[src/rtl/booth_disp_pkg.sv]
// Shared constants for the Booth product display: 7-segment codes, FSM states
// and the digit encoder.
package booth_disp_pkg;

    typedef enum logic [1:0] {ST_IDLE, ST_LOAD, ST_SHIFT} state_t;

    // Segment order {g,f,e,d,c,b,a}; a 0 lights the segment
    localparam logic [6:0] SEG_0     = 7'b1000000;
    localparam logic [6:0] SEG_1     = 7'b1111001;
    localparam logic [6:0] SEG_2     = 7'b0100100;
    localparam logic [6:0] SEG_3     = 7'b0110000;
    localparam logic [6:0] SEG_4     = 7'b0011001;
    localparam logic [6:0] SEG_5     = 7'b0010010;
    localparam logic [6:0] SEG_6     = 7'b0000010;
    localparam logic [6:0] SEG_7     = 7'b1111000;
    localparam logic [6:0] SEG_8     = 7'b0000000;
    localparam logic [6:0] SEG_9     = 7'b0010000;
    localparam logic [6:0] SEG_MINUS = 7'b0111111;
    localparam logic [6:0] SEG_BLANK = 7'b1111111;

    function automatic logic [6:0] seg_of(input logic [3:0] d);
        case (d)
            4'd0:    return SEG_0;
            4'd1:    return SEG_1;
            4'd2:    return SEG_2;
            4'd3:    return SEG_3;
            4'd4:    return SEG_4;
            4'd5:    return SEG_5;
            4'd6:    return SEG_6;
            4'd7:    return SEG_7;
            4'd8:    return SEG_8;
            4'd9:    return SEG_9;
            default: return SEG_BLANK;
        endcase
    endfunction

endpackage

[src/rtl/bin2bcd_seq.sv]
// Sequential double-dabble: signed 8-bit in, sign + 3 BCD digits out after
// one LOAD and eight SHIFT cycles. o_valid marks the final SHIFT cycle.
module bin2bcd_seq
    import booth_disp_pkg::*;
(
    input  logic        clk,
    input  logic        rst,
    input  logic        i_start,
    input  logic [7:0]  i_prod,
    output logic        o_busy,
    output logic        o_valid,
    output logic        o_sign,
    output logic [11:0] o_bcd
);

    state_t      r_state;
    logic [7:0]  r_prod;
    logic [7:0]  r_mag;
    logic [11:0] r_bcd;
    logic [2:0]  r_iter;
    logic        r_sign;

    logic [11:0] w_adj;
    logic [11:0] w_bcd_nxt;

    always_comb begin
        w_adj = r_bcd;
        for (int i = 0; i < 3; i++) begin
            if (r_bcd[i*4 +: 4] >= 4'd5)
                w_adj[i*4 +: 4] = r_bcd[i*4 +: 4] + 4'd3;
        end
    end

    assign w_bcd_nxt = {w_adj[10:0], r_mag[7]};
    assign o_busy    = (r_state != ST_IDLE);
    assign o_valid   = (r_state == ST_SHIFT) && (r_iter == 3'd7);
    assign o_sign    = r_sign;
    // Final shift result goes straight out so the caller can latch it on this edge
    assign o_bcd     = w_bcd_nxt;

    always_ff @(posedge clk or posedge rst) begin
        if (rst) begin
            r_state <= ST_IDLE;
            r_prod  <= '0;
            r_mag   <= '0;
            r_bcd   <= '0;
            r_iter  <= '0;
            r_sign  <= 1'b0;
        end else begin
            case (r_state)
                ST_IDLE: begin
                    if (i_start) begin
                        r_prod  <= i_prod;
                        r_state <= ST_LOAD;
                    end
                end
                ST_LOAD: begin
                    r_sign  <= r_prod[7];
                    // -128 negates to 8'h80, which is 128 read as unsigned
                    r_mag   <= r_prod[7] ? (~r_prod + 8'd1) : r_prod;
                    r_bcd   <= '0;
                    r_iter  <= '0;
                    r_state <= ST_SHIFT;
                end
                ST_SHIFT: begin
                    r_bcd  <= w_bcd_nxt;
                    r_mag  <= {r_mag[6:0], 1'b0};
                    r_iter <= r_iter + 3'd1;
                    if (r_iter == 3'd7) begin
                        if (i_start) begin
                            r_prod  <= i_prod;
                            r_state <= ST_LOAD;
                        end else begin
                            r_state <= ST_IDLE;
                        end
                    end
                end
                default: r_state <= ST_IDLE;
            endcase
        end
    end

endmodule

[src/rtl/booth_result_display.sv]
// Captures Booth products, converts them to decimal and drives a 4-digit
// multiplexed 7-segment display. Optional LEADING_ZERO_BLANK_EN blanks leading zeros.
module booth_result_display
    import booth_disp_pkg::*;
#(
    parameter int REFRESH_W = 16
) (
    input  logic       clk,
    input  logic       rst,
    input  logic       done,
    input  logic [7:0] prod,
    output logic       busy,
    output logic [3:0] an,
    output logic [6:0] seg
);

    logic                 w_busy, w_valid, w_sign, w_start;
    logic [11:0]          w_bcd;
    logic [7:0]           w_sval;
    logic [REFRESH_W-1:0] w_cnt_nxt;
    logic [1:0]           w_sel;
    logic [6:0]           w_seg_nxt;

    logic                 r_pend;
    logic [7:0]           r_pbuf;
    logic                 r_sign;
    logic [3:0]           r_hund, r_tens, r_ones;
    logic [REFRESH_W-1:0] r_cnt;
    logic [3:0]           r_an;
    logic [6:0]           r_seg;

    // A done arriving on the finishing cycle beats the buffered value: it is newer
    assign w_start = w_busy ? (w_valid && (done || r_pend)) : done;
    assign w_sval  = (w_busy && !done) ? r_pbuf : prod;

    bin2bcd_seq u_bcd (
        .clk     (clk),
        .rst     (rst),
        .i_start (w_start),
        .i_prod  (w_sval),
        .o_busy  (w_busy),
        .o_valid (w_valid),
        .o_sign  (w_sign),
        .o_bcd   (w_bcd)
    );

    assign busy = w_busy;

    always_ff @(posedge clk or posedge rst) begin
        if (rst) begin
            r_pend <= 1'b0;
            r_pbuf <= '0;
            r_sign <= 1'b0;
            r_hund <= '0;
            r_tens <= '0;
            r_ones <= '0;
        end else begin
            if (w_busy && w_valid) begin
                r_pend <= 1'b0;
            end else if (w_busy && done) begin
                r_pend <= 1'b1;
                r_pbuf <= prod;
            end
            if (w_valid) begin
                r_sign <= w_sign;
                r_hund <= w_bcd[11:8];
                r_tens <= w_bcd[7:4];
                r_ones <= w_bcd[3:0];
            end
        end
    end

    // an/seg are decoded from the next count so they stay aligned with r_cnt
    assign w_cnt_nxt = r_cnt + 1'b1;
    assign w_sel     = w_cnt_nxt[REFRESH_W-1 -: 2];

    always_comb begin
        w_seg_nxt = SEG_BLANK;
        case (w_sel)
            2'd0: w_seg_nxt = seg_of(r_ones);
            2'd1: begin
`ifdef LEADING_ZERO_BLANK_EN
                w_seg_nxt = (r_hund == 4'd0 && r_tens == 4'd0) ? SEG_BLANK : seg_of(r_tens);
`else
                w_seg_nxt = seg_of(r_tens);
`endif
            end
            2'd2: begin
`ifdef LEADING_ZERO_BLANK_EN
                w_seg_nxt = (r_hund == 4'd0) ? SEG_BLANK : seg_of(r_hund);
`else
                w_seg_nxt = seg_of(r_hund);
`endif
            end
            default: w_seg_nxt = r_sign ? SEG_MINUS : SEG_BLANK;
        endcase
    end

    always_ff @(posedge clk or posedge rst) begin
        if (rst) begin
            r_cnt <= '0;
            r_an  <= 4'b1110;
            r_seg <= SEG_0;
        end else begin
            r_cnt <= w_cnt_nxt;
            r_an  <= ~(4'b0001 << w_sel);
            r_seg <= w_seg_nxt;
        end
    end

    assign an  = r_an;
    assign seg = r_seg;

endmodule

[config.mk]
export PLATFORM = sky130hd
export DESIGN_NAME = booth_result_display
export DESIGN_NICKNAME = d
export VERILOG_FILES = /design/src/rtl/booth_disp_pkg.sv /design/src/rtl/bin2bcd_seq.sv /design/src/rtl/booth_result_display.sv
export SDC_FILE = /design/constraint.sdc
export NUM_CORES = 1
export LEC_CHECK = 0
export ABC_AREA = 1
export BUFFER_PORTS_ARGS = -buffer_cell sky130_fd_sc_hd__buf_2
export CELL_PAD_IN_SITES_DETAIL_PLACEMENT = 0
export CELL_PAD_IN_SITES_GLOBAL_PLACEMENT = 1
export CORE_MARGIN = 4
export CORE_UTILIZATION = 47
export DETAILED_ROUTE_END_ITERATION = 6
export GPL_TIMING_DRIVEN = 0
export PLACE_DENSITY_LB_ADDON = 0.1
export SETUP_SLACK_MARGIN = 0.15
export SYNTH_ARGS = -nofsm -noshare
export SYNTH_HDL_FRONTEND = slang
export SYNTH_SLANG_ARGS = --single-unit
export TNS_END_PERCENT = 1
[constraint.sdc]
create_clock -name clk -period 2.9 [get_ports clk]
set_input_delay 0.58 -clock clk [delete_from_list [all_inputs] [get_ports clk]]
set_output_delay 0.58 -clock clk [all_outputs]
set_load 0.05 [all_outputs]
### Word-level counts from Yosys, hierarchy flattened

Memories as Yosys holds them, arrays and structs flattened.
Index checks and enable logic that the tools add are counted.

| word-level totals | value |
|---|---|
| bits in registers | 83 |
| latch bits | 0 |
| bits in writable memories | 0 |
| memory bits (read-only) | 336 |
| bits of input ports | 11 |
| output and inout bits | 12 |
| logic and storage cells | 74 |
| memories kept | 3 |

| cells by class | value |
|---|---|
| add/sub/neg operators | 6 |
| multipliers | 0 |
| divide/modulo/power cells | 0 |
| $lt $le $gt $ge | 3 |
| eq/ne operators | 7 |
| shift operators | 1 |
| multiplexer cells | 20 |
| bitwise logic cells | 3 |
| reduce and logical (&&, ||, !) cells | 16 |

Memories:

| name | depth | bits a word | read ports | clocked after memory_dff | write ports | line | RTL |
|---|---|---|---|---|---|---|---|
| (name not given) | 16 | 7 | 1 | 0 | 0 | booth_disp_pkg.sv:22 | `case (d)` |
| (name not given) | 16 | 7 | 1 | 0 | 0 | booth_disp_pkg.sv:22 |  |
| (name not given) | 16 | 7 | 1 | 0 | 0 | booth_disp_pkg.sv:22 |  |

Operators by type and width:

| operator | number |
|---|---|
| two-way mux 8 bit | 4 |
| case mux 8 bit (2 select lines) | 2 |
| case mux 12 bit (2 select lines) | 1 |
| case mux 7 bit (3 select lines) | 1 |
| adder 16 x 1 -> 16 bit (second input constant) | 1 |
| greater-or-equal comparator 4 x 3 -> 1 bit (second input constant) | 3 |
| adder 4 x 2 -> 4 bit (second input constant) | 2 |
| adder 8 x 1 -> 8 bit (second input constant) | 1 |
| two-way mux 4 bit | 2 |
| NOT 8 bit | 1 |
| nonzero test 2 bit | 4 |
| two-way mux 7 bit | 1 |
| case mux 2 bit (3 select lines) | 1 |
| case mux 3 bit (2 select lines) | 1 |
| AND reduction 2 bit | 3 |
| logical AND 1 bit | 5 |
| == test 2 x 1 -> 1 bit (second input constant) | 2 |
| == test 2 bit (second input constant) | 2 |
| logical NOT 2 bit | 2 |
| two-way mux 1 bit | 4 |
| two-way mux 2 bit | 2 |
| NOT 4 bit | 1 |
| left shift 1 x 2 -> 4 bit (first input constant) | 1 |
| adder 3 x 1 -> 3 bit (second input constant) | 1 |
| 8 further kinds | 8 |

### Logic depth before layout (Yosys ltp)

Gate-level depths: netlist of the first run.

| depth | value |
|---|---|
| depth after elaboration | 7 |
| mapped depth | 11 |
| depth with buffers taken out | 11 |

### By module

A second synthesis of the first run with hierarchy kept.

| unflattened totals | value |
|---|---|
| cells, all modules | 568 |
| area, all modules | 4,600.7 sq um |

By module, submodules not included:

| module | times used | cells an instance | area an instance (sq um) | sequential area each (sq um) |
|---|---|---|---|---|
| booth_result_display | 1 | 332 | 2,715.1 | 1,231.2 |
| bin2bcd_seq | 1 | 236 | 1,885.6 | 850.8 |

### Least setup slack after synthesis of the first run

OpenSTA, ideal clock, no wires.

| timing path | value |
|---|---|
| path type | flip-flop to flip-flop |
| start | register u_bcd.r_state[0] |
| end | register u_bcd.r_prod[7] |
| setup time | 0.129 ns |
| data arrival time | 1.893 ns |
| required time | 2.771 ns |
| setup slack | 0.877 ns |
| stages on the path, launching flop included | 8 |
| path buffers | 1 |
| clock period less this slack | 2.023 ns |
| cell sequence | dfrtp_1 > inv_1 > ha_1 > inv_1 > o22ai_2 > a211oi_2 > buf_2 > o21ai_0 |

| on the way | value |
|---|---|
| elaborated cells on any way between the ends | 14 |
| classes of those cells | eq/ne (2); mux (5); reduce/logical (7) |

RTL lines:

| what | line | RTL |
|---|---|---|
| from (decl) | bin2bcd_seq.sv:16 | `state_t r_state;` |
| from (signal assigned) | bin2bcd_seq.sv:43 | `r_state <= ST_IDLE;` |
| from (signal assigned) | bin2bcd_seq.sv:54 | `r_state <= ST_LOAD;` |
| from (signal assigned) | bin2bcd_seq.sv:63 | `r_state <= ST_SHIFT;` |
| nonzero test 2 bit * | bin2bcd_seq.sv:35 | `assign o_busy = (r_state != ST_IDLE);` |
| named net busy | booth_result_display.sv:12 | `output logic busy,` |
| logical AND 1 bit | booth_result_display.sv:34 | `assign w_sval = (w_busy && !done) ? r_pbuf : prod;` |
| two-way mux 8 bit | booth_result_display.sv:34 |  |
| two-way mux 8 bit * | bin2bcd_seq.sv:52, bin2bcd_seq.sv:70 |  |
| two-way mux 8 bit | bin2bcd_seq.sv:69 | `if (r_iter == 3'd7) begin` |
| case mux 8 bit (2 select lines) * | bin2bcd_seq.sv:50 | `case (r_state)` |
| to (signal assigned) | bin2bcd_seq.sv:53 | `r_prod <= i_prod;` |
| to (signal assigned) | bin2bcd_seq.sv:71 | `r_prod <= i_prod;` |
| to (decl) | bin2bcd_seq.sv:17 | `logic [7:0] r_prod;` |

The timed path passes the listed nets; every way through them passes the cells marked *. The select of a mux whose other input is x is not followed.
A chain may end at the register's enable or synchronous reset.

### Worst setup path in the final report of the first run

| timing path | value |
|---|---|
| start | register u_bcd.r_state[0] |
| end | output port busy |

| on the way | value |
|---|---|
| cells in the longest elaborated chain, start to end | 1 |

RTL lines:

| what | line |
|---|---|
| nonzero test 2 bit | bin2bcd_seq.sv:35 |
| to (decl) | booth_result_display.sv:12 |

Every way passes these cells.

==> out/metrics.json, run 1 <==
{
  "die": {
    "floorplan.io_pins": 23,
    "placeableCoreArea_mm2": 0.00933,
    "die-area_mm2": 0.0114,
    "die_width_um": 107,
    "fp.dieH_um": 107,
    "num_rows": 35,
    "initial_core_util_pct": 48.9
  },
  "routing": {
    "routed-via-count": 3472,
    "drt-vias-per-instance": 4.88,
    "drt-total-wl_mm": 8.67,
    "detail_route.iter0.violations": 145,
    "drt.antenna.violating_nets": 0,
    "drt_pre_antenna_iters": 4,
    "routed_wire_length_per_instance_um": 12.2,
    "detail_route.drc_violations": 0
  },
  "setup_path": {
    "reg2reg_setup_slack_ns": 0.96,
    "crit_path_start_kind": "flop",
    "reg2reg_end": "u_bcd.r_prod[5]",
    "timing.critical_path.to_type": "output port",
    "path_common_cell": "sky130_fd_sc_hd__inv_1",
    "reg2regPathDepth": 7,
    "critical_path_class": "flop to output port",
    "list_of_cells_traversed_by_the_critical_path": "inv_1 -> ha_1 -> inv_1 -> buf_2",
    "worstPathBufferInverterCount": 3,
    "worstSetupPathDepth": 4,
    "cell_with_the_largest_stage_delay_on_the_worst_path": "sky130_fd_sc_hd__dfrtp_1",
    "critical_path.top_delay_family": "buffers and inverters",
    "rr_startpoint": "u_bcd.r_state[0]",
    "critical-path-max-stage-delay_ns": 0.44,
    "data_required_time_at_the_worst_endpoint_ns": 2.32,
    "crit_fanout": 5,
    "timing.critical_path.arrival_ns": 1.54
  },
  "global_routing": {
    "first_global_vias": 3413,
    "grt_usage_pct": 16.7,
    "grt_first_pass_wirelength_mm": 15.6,
    "antenna_found_initial": 0,
    "grt_overflow": 0,
    "grt_start_max_net_pins": 59
  },
  "cells_and_area": {
    "final_core_util_pct": 54.8,
    "area.growth.synth_to_final_pct": 12.1,
    "final_cell_mix": "128 x sky130_fd_sc_hd__nand2_1, 79 x sky130_fd_sc_hd__dfrtp_1, 76 x sky130_fd_sc_hd__inv_1",
    "antenna_cells_inserted": 0,
    "final_layout_size_suffix_gt1_share_pct": 12.5,
    "finish.net_count": 621,
    "layout_commonest_cell": "sky130_fd_sc_hd__nand2_1"
  },
  "pwr": {
    "pwr-share-seq_pct": 38.3,
    "logic_gate_share_of_total_power_pct": 36.0,
    "vdd.ir_drop.worst_v": 0.000502,
    "power_frac_clock_pct": 25.6,
    "power.switching_mw": 1.52,
    "switching_share_pct": 38.0,
    "power.density_mw_per_mm2": 779,
    "leakage_nw": 2.47,
    "cell_internal_power_mw": 2.47
  },
  "synth": {
    "synthesis.nets": 587,
    "synth.avg_cell_area_um2": 8.41,
    "synth.ff_latch_count": 83,
    "synth_area_mm2": 0.00457,
    "synthCells": 543,
    "sequential_fraction_of_the_synthesis_area_pct": 45.6,
    "yosys.cell_types.count": 35,
    "yosys_warnings": 0
  },
  "sta": {
    "final-hold-violation-count": 0,
    "setup_tns_ns": 0,
    "timing.max_slew.rel_slack_pct": 62.9,
    "finalSetupViolCount": 0,
    "setup_repair_after_global_routing_missed_its_margin": "false",
    "fin_crit_ns": 2.12,
    "worst_case_clock_skew_ns": 0.0101,
    "timing_worst_slew_pin_value_ns": 0.554,
    "min_period_over_period_pct": 73.0,
    "maxClockFrequency_mhz": 472,
    "slew_violations": 0
  },
  "place": {
    "port_buffers": 22,
    "hpwlAfterDp_mm": 6.51,
    "gp_routability_congestion": 0.803
  },
  "clock_network": {
    "htreeDepth": 3,
    "clock_sink_count": 83,
    "tritoncts_clock_tree": "yes",
    "clk_pin_slew_ns": 0.09,
    "cts_root_buffer": "sky130_fd_sc_hd__clkbuf_8",
    "tritoncts.num_buffers": 9,
    "cts.path.max_buffers": 2,
    "count_of_buffers_added_by_post_cts_timing_repair_for_setup": 0,
    "cts-resized-gates": 0,
    "hold_buffers": 0,
    "worstSkewPairLatency_ns": 0.35
  },
  "outcome": {
    "status": "finished, final reports clean"
  },
  "min_path": {
    "hold_path.class": "input pin to async pin"
  },
  "flow_run": {
    "cap_violations": 0
  }
}
power groups by stage:
stage / clock network [mW] / registers, mW / logic, mW
floorplan: 0 / 1.63 / 1.01
global placement: 0 / 1.55 / 1.42
detailed placement: 0 / 1.55 / 1.45
CTS: 1.05 / 1.53 / 1.47
global route: 1.10 / 1.56 / 1.67
finish: 1.02 / 1.53 / 1.44
logic make-up after synthesis:
family	after synthesis	synth area share (%)
flops	83	45.6
fa+ha+maj	33	9.04
buf+inv	92	7.95
compound gates	110	13.8
xor+xnor	15	2.88
simple gates	210	20.7
registers in the layout (all words and copies together), names as in the netlist, 3 cells and up:
register / flops
r_hund: 4
u_bcd.r_iter: 3
u_bcd.r_prod: 8
r_ones: 4
r_cnt: 16
r_tens: 4
u_bcd.r_bcd: 12
an: 4
seg: 7
r_pbuf: 8
u_bcd.r_mag: 8
cells in the mapped netlist:
| library cell | number | area (um2) |
|---|---|---|
| sky130_fd_sc_hd__inv_2 | 2 | 7.51 |
| sky130_fd_sc_hd__nand3_2 | 1 | 10.0 |
| sky130_fd_sc_hd__xnor2_1 | 5 | 43.8 |
| sky130_fd_sc_hd__o22ai_2 | 1 | 12.5 |
| sky130_fd_sc_hd__nor2_2 | 2 | 12.5 |
| sky130_fd_sc_hd__nand2_1 | 128 | 480 |
| sky130_fd_sc_hd__a21oi_1 | 16 | 80.1 |
| sky130_fd_sc_hd__a211oi_2 | 1 | 12.5 |
| sky130_fd_sc_hd__o221ai_1 | 6 | 52.6 |
| sky130_fd_sc_hd__nand2_2 | 6 | 37.5 |
| sky130_fd_sc_hd__o21ai_1 | 3 | 15.0 |
| sky130_fd_sc_hd__nor2_1 | 21 | 78.8 |
| sky130_fd_sc_hd__o21ai_0 | 63 | 315 |
| sky130_fd_sc_hd__nand3_1 | 27 | 135 |
| sky130_fd_sc_hd__a31o_2 | 1 | 8.76 |
| sky130_fd_sc_hd__o22ai_1 | 14 | 87.6 |
| sky130_fd_sc_hd__nor3_1 | 5 | 25.0 |
| sky130_fd_sc_hd__o211ai_1 | 2 | 15.0 |
| sky130_fd_sc_hd__inv_1 | 77 | 289 |
| sky130_fd_sc_hd__buf_2 | 1 | 5.00 |
| sky130_fd_sc_hd__nand4_1 | 6 | 37.5 |
| sky130_fd_sc_hd__clkbuf_1 | 11 | 41.3 |
| sky130_fd_sc_hd__ha_1 | 33 | 413 |
| sky130_fd_sc_hd__o31ai_1 | 1 | 7.51 |
| sky130_fd_sc_hd__nand2_4 | 2 | 22.5 |
| sky130_fd_sc_hd__dfrtp_1 | 79 | 1980 |
| sky130_fd_sc_hd__buf_12 | 1 | 20.0 |
| sky130_fd_sc_hd__o21ai_4 | 1 | 16.3 |
| sky130_fd_sc_hd__a211oi_1 | 1 | 7.51 |
| sky130_fd_sc_hd__nor2_4 | 3 | 33.8 |
| sky130_fd_sc_hd__nand3b_1 | 2 | 15.0 |
| sky130_fd_sc_hd__dfstp_2 | 4 | 105 |
| sky130_fd_sc_hd__xor2_1 | 10 | 87.6 |
| sky130_fd_sc_hd__nor2_8 | 1 | 20.0 |
| sky130_fd_sc_hd__or2_2 | 6 | 37.5 |
metrics by stage:
stage | cells | power (mW) | hold slack, ns | setup WS [ns] | cell area (um2)
2_1_floorplan | 543 | 2.64 | 0.444 | 0.190 | 4570
3_3_place_gp | 694 | 2.96 | 0.454 | -0.793 | 4840
3_5_place_dp | 695 | 3.01 | 0.461 | 0.931 | 4870
4_1_cts | 711 | 4.05 | 0.193 | 0.767 | 5120
5_1_grt | 711 | 4.32 | 0.203 | 0.715 | 5120
6_report | 711 | 3.99 | 0.191 | 0.783 | 5120
cell type report:
class | count | area (um2)
Buffer | 13 | 66.3
Sequential cell | 83 | 2080
Tap cell | 129 | 161
Fill cell | 879 | 4210
Inverter | 79 | 299
Multi-Input combinational cell | 368 | 2120
Clock inverter | 6 | 111
Clock buffer | 10 | 138
Timing Repair Buffer | 23 | 138
worst reg2reg max path, delay by kind of cell, from the launching register on:
family	cells	cell delay, ns
buffers and inverters	3	0.50
AO/OA/AOI/OAI	3	0.63
adder cells (fa/ha/maj)	1	0.26
flip-flops	1	0.44
per-layer routing:
layer	track usage (%)	vias up	share of wire (%)
met4	5.21	0	0.85
met1	22.9	1610	51
met2	27.2	28	46
li1	-	1829	-
met5	0	-	0
met3	2.61	5	2.3
worst max-delay path by stage:
stage,startpoint,end
after floorplan,rst,an[0]
after global placement,rst,u_bcd.r_bcd[6]
after detailed placement,u_bcd.r_state[0],u_bcd.r_mag[7]
after CTS,u_bcd.r_state[0],busy
after global routing,u_bcd.r_state[0],busy
final,u_bcd.r_state[0],busy
(Power assumes the default switching activity.)
==> inputs of run 2 (changes only) <==
CORE_UTILIZATION = 42   (was 47)
clock period = 1.7 ns   (was 2.9 ns; I/O delays follow)
==> run 2 against run 1 <==
  * Power is 84% higher
  * Sequential share of layout area is 3.6 points lower
  * First-iteration DRC count is 25% higher
  * Global-route usage is 1.3 points lower
  * Utilization is 1.3 points lower
  * Flip-flop and latch count stayed put
  * Clock power is 57% higher
  * Non-clock buffer count is 21 higher
  * Worst hold slack worse by 0.19 ns
  * Clock-buffer cell count is 2 higher
  * Critical endpoint unchanged
==> out/metrics.json, run 2 (synthesized netlist as in run 1, its figures left out) <==
{
  "outcome": {
    "status": "finished, final reports clean"
  },
  "cells_and_area": {
    "largest_register_ff_count": 16,
    "finish.net_count": 643,
    "final_layout_size_suffix_gt1_share_pct": 24.0,
    "reg_top3": "r_cnt x16, u_bcd.r_bcd x12",
    "final_cell_mix": "113 x sky130_fd_sc_hd__nand2_1, 79 x sky130_fd_sc_hd__dfrtp_1, 71 x sky130_fd_sc_hd__inv_1",
    "area.growth.synth_to_final_pct": 22.8,
    "top_register": "r_cnt",
    "layout_commonest_cell": "sky130_fd_sc_hd__nand2_1",
    "antenna_cells_inserted": 0,
    "postLayoutCellArea_mm2": 0.00561
  },
  "global_routing": {
    "grt_start_max_net_pins": 39,
    "first_global_vias": 3458,
    "grt_overflow": 0,
    "antenna_found_initial": 0,
    "grt_first_pass_wirelength_mm": 16.2,
    "grt_usage_pct": 15.4
  },
  "clock_network": {
    "clk_pin_slew_ns": 0.09,
    "worstSkewPairLatency_ns": 0.35,
    "cts_root_buffer": "sky130_fd_sc_hd__clkbuf_8",
    "htreeDepth": 3,
    "cts.path.max_buffers": 2,
    "tritoncts_clock_tree": "yes",
    "tritoncts.num_buffers": 9,
    "clock_sink_count": 83,
    "hold_buffers": 0
  },
  "sta": {
    "setup_repair_after_global_routing_missed_its_margin": "true",
    "min_period_over_period_pct": 96.1,
    "fin_crit_ns": 1.63,
    "finalSetupViolCount": 0,
    "final-hold-violation-count": 0,
    "slew_violations": 0,
    "worst_case_clock_skew_ns": 0.0109,
    "timing.max_slew.rel_slack_pct": 67.5,
    "whs_ns": 0.00114,
    "timing_worst_slew_pin_value_ns": 0.483,
    "setup_tns_ns": 0,
    "maxClockFrequency_mhz": 612
  },
  "place": {
    "placement.cell_area_mm2": 0.00489,
    "gp_routability_congestion": 0.798,
    "hpwlAfterDp_mm": 6.59,
    "port_buffers": 22
  },
  "setup_path": {
    "cell_with_the_largest_stage_delay_on_the_worst_path": "sky130_fd_sc_hd__dfrtp_1",
    "crit_path_capture": "busy",
    "timing.critical_path.to_type": "output port",
    "timing.critical_path.arrival_ns": 1.29,
    "critical_path.top_delay_family": "flip-flops",
    "reg2regPathDepth": 9,
    "crit_path_start_kind": "flop",
    "list_of_cells_traversed_by_the_critical_path": "inv_2 -> ha_4 -> inv_4 -> buf_8",
    "rr_startpoint": "r_cnt[1]",
    "crit_fanout": 5,
    "worstSetupPathDepth": 4,
    "critical-path-max-stage-delay_ns": 0.44,
    "setup.worst_path.start": "u_bcd.r_state[1]",
    "data_required_time_at_the_worst_endpoint_ns": 1.36,
    "reg2reg_setup_slack_ns": 0.08,
    "critical_path_class": "flop to output port",
    "reg2reg_end": "seg[0]",
    "worstPathBufferInverterCount": 3
  },
  "routing": {
    "detail_route.iter0.violations": 181,
    "drt-vias-per-instance": 4.86,
    "detail_route.drc_violations": 0,
    "drt_pre_antenna_iters": 4,
    "routed-via-count": 3593,
    "drt-total-wl_mm": 9.33,
    "routed_wire_length_per_instance_um": 12.6,
    "drt.antenna.violating_nets": 0
  },
  "die": {
    "floorplan.io_pins": 23,
    "num_rows": 37,
    "initial_core_util_pct": 43.6,
    "die-area_mm2": 0.0126,
    "placeableCoreArea_mm2": 0.0105,
    "fp.dieH_um": 112,
    "die_width_um": 112
  },
  "pwr": {
    "vdd.ir_drop.worst_v": 0.00140,
    "power.density_mw_per_mm2": 1300,
    "leakage_nw": 2.69
  },
  "flow_run": {
    "cap_violations": 0
  },
  "min_path": {
    "hold_path.class": "input pin to async pin"
  }
}
run 2: cell types whose count changed in the layout (fill, tap and decap cells not counted), sizes merged:
cell / change
buf: +25
bufinv: -1
clkbuf: -2
clkinv: +1
inv: -2
nand2: +1
run 2: per-stage QoR:
stage                     power, mW  setup WS (ns)  utilization, %  std cells
after floorplan                4.51         -0.323               -        543
after global placement         5.08         -0.230            46.4        701
after detailed placement       5.15         -0.250            46.7        703
after CTS                      7.10         0.0683            50.7        730
after global routing           7.93        -0.0372            53.6        740
final                          7.32         0.0671            53.6        740
run 2: final cells by class:
class                           count  area (um2)
Timing Repair Buffer               44         343
Fill cell                         998        4860
Clock buffer                       12         145
Tap cell                          136         170
Buffer                             13         109
Sequential cell                    83        2080
Inverter                           79         308
Multi-Input combinational cell    369        2380
Clock inverter                      4        73.8
run 2: worst min path at each step:
stage,startpoint,slack (ns),cells after the start,end
after global routing,rst,0.02,2,u_bcd.r_mag[0]
after detailed placement,rst,0.39,2,u_bcd.r_mag[0]
after floorplan,r_cnt[0],0.44,1,r_cnt[0]
after global placement,r_cnt[0],0.45,1,r_cnt[0]
after CTS,rst,0.002,2,u_bcd.r_mag[0]
final,rst,0.001,2,u_bcd.r_mag[0]
run 2: power by group:
group          total [mW]  leakage (nW)  internal, mW  switching (mW)
clock                1.60         0.111         0.871           0.729
sequential           2.62          1.08          2.41           0.208
combinational        3.10          1.50          1.15            1.95
total                7.32          2.69          4.43            2.89
run 2: layer usage:
layer	GRT usage (%)	share of wire [%]	up-vias
li1	-	-	1883
met1	21.8	50	1663
met2	24.2	46	35
met3	2.53	2.3	12
met4	5.05	1.3	0
met5	0	0	-
run 2: timing repair:
item	in CTS	in global routing
gates cloned	1	1
endpoints found under the setup margin	64	63
buffers inserted	10	9
pin swaps	8	19
gates resized for setup	31	82
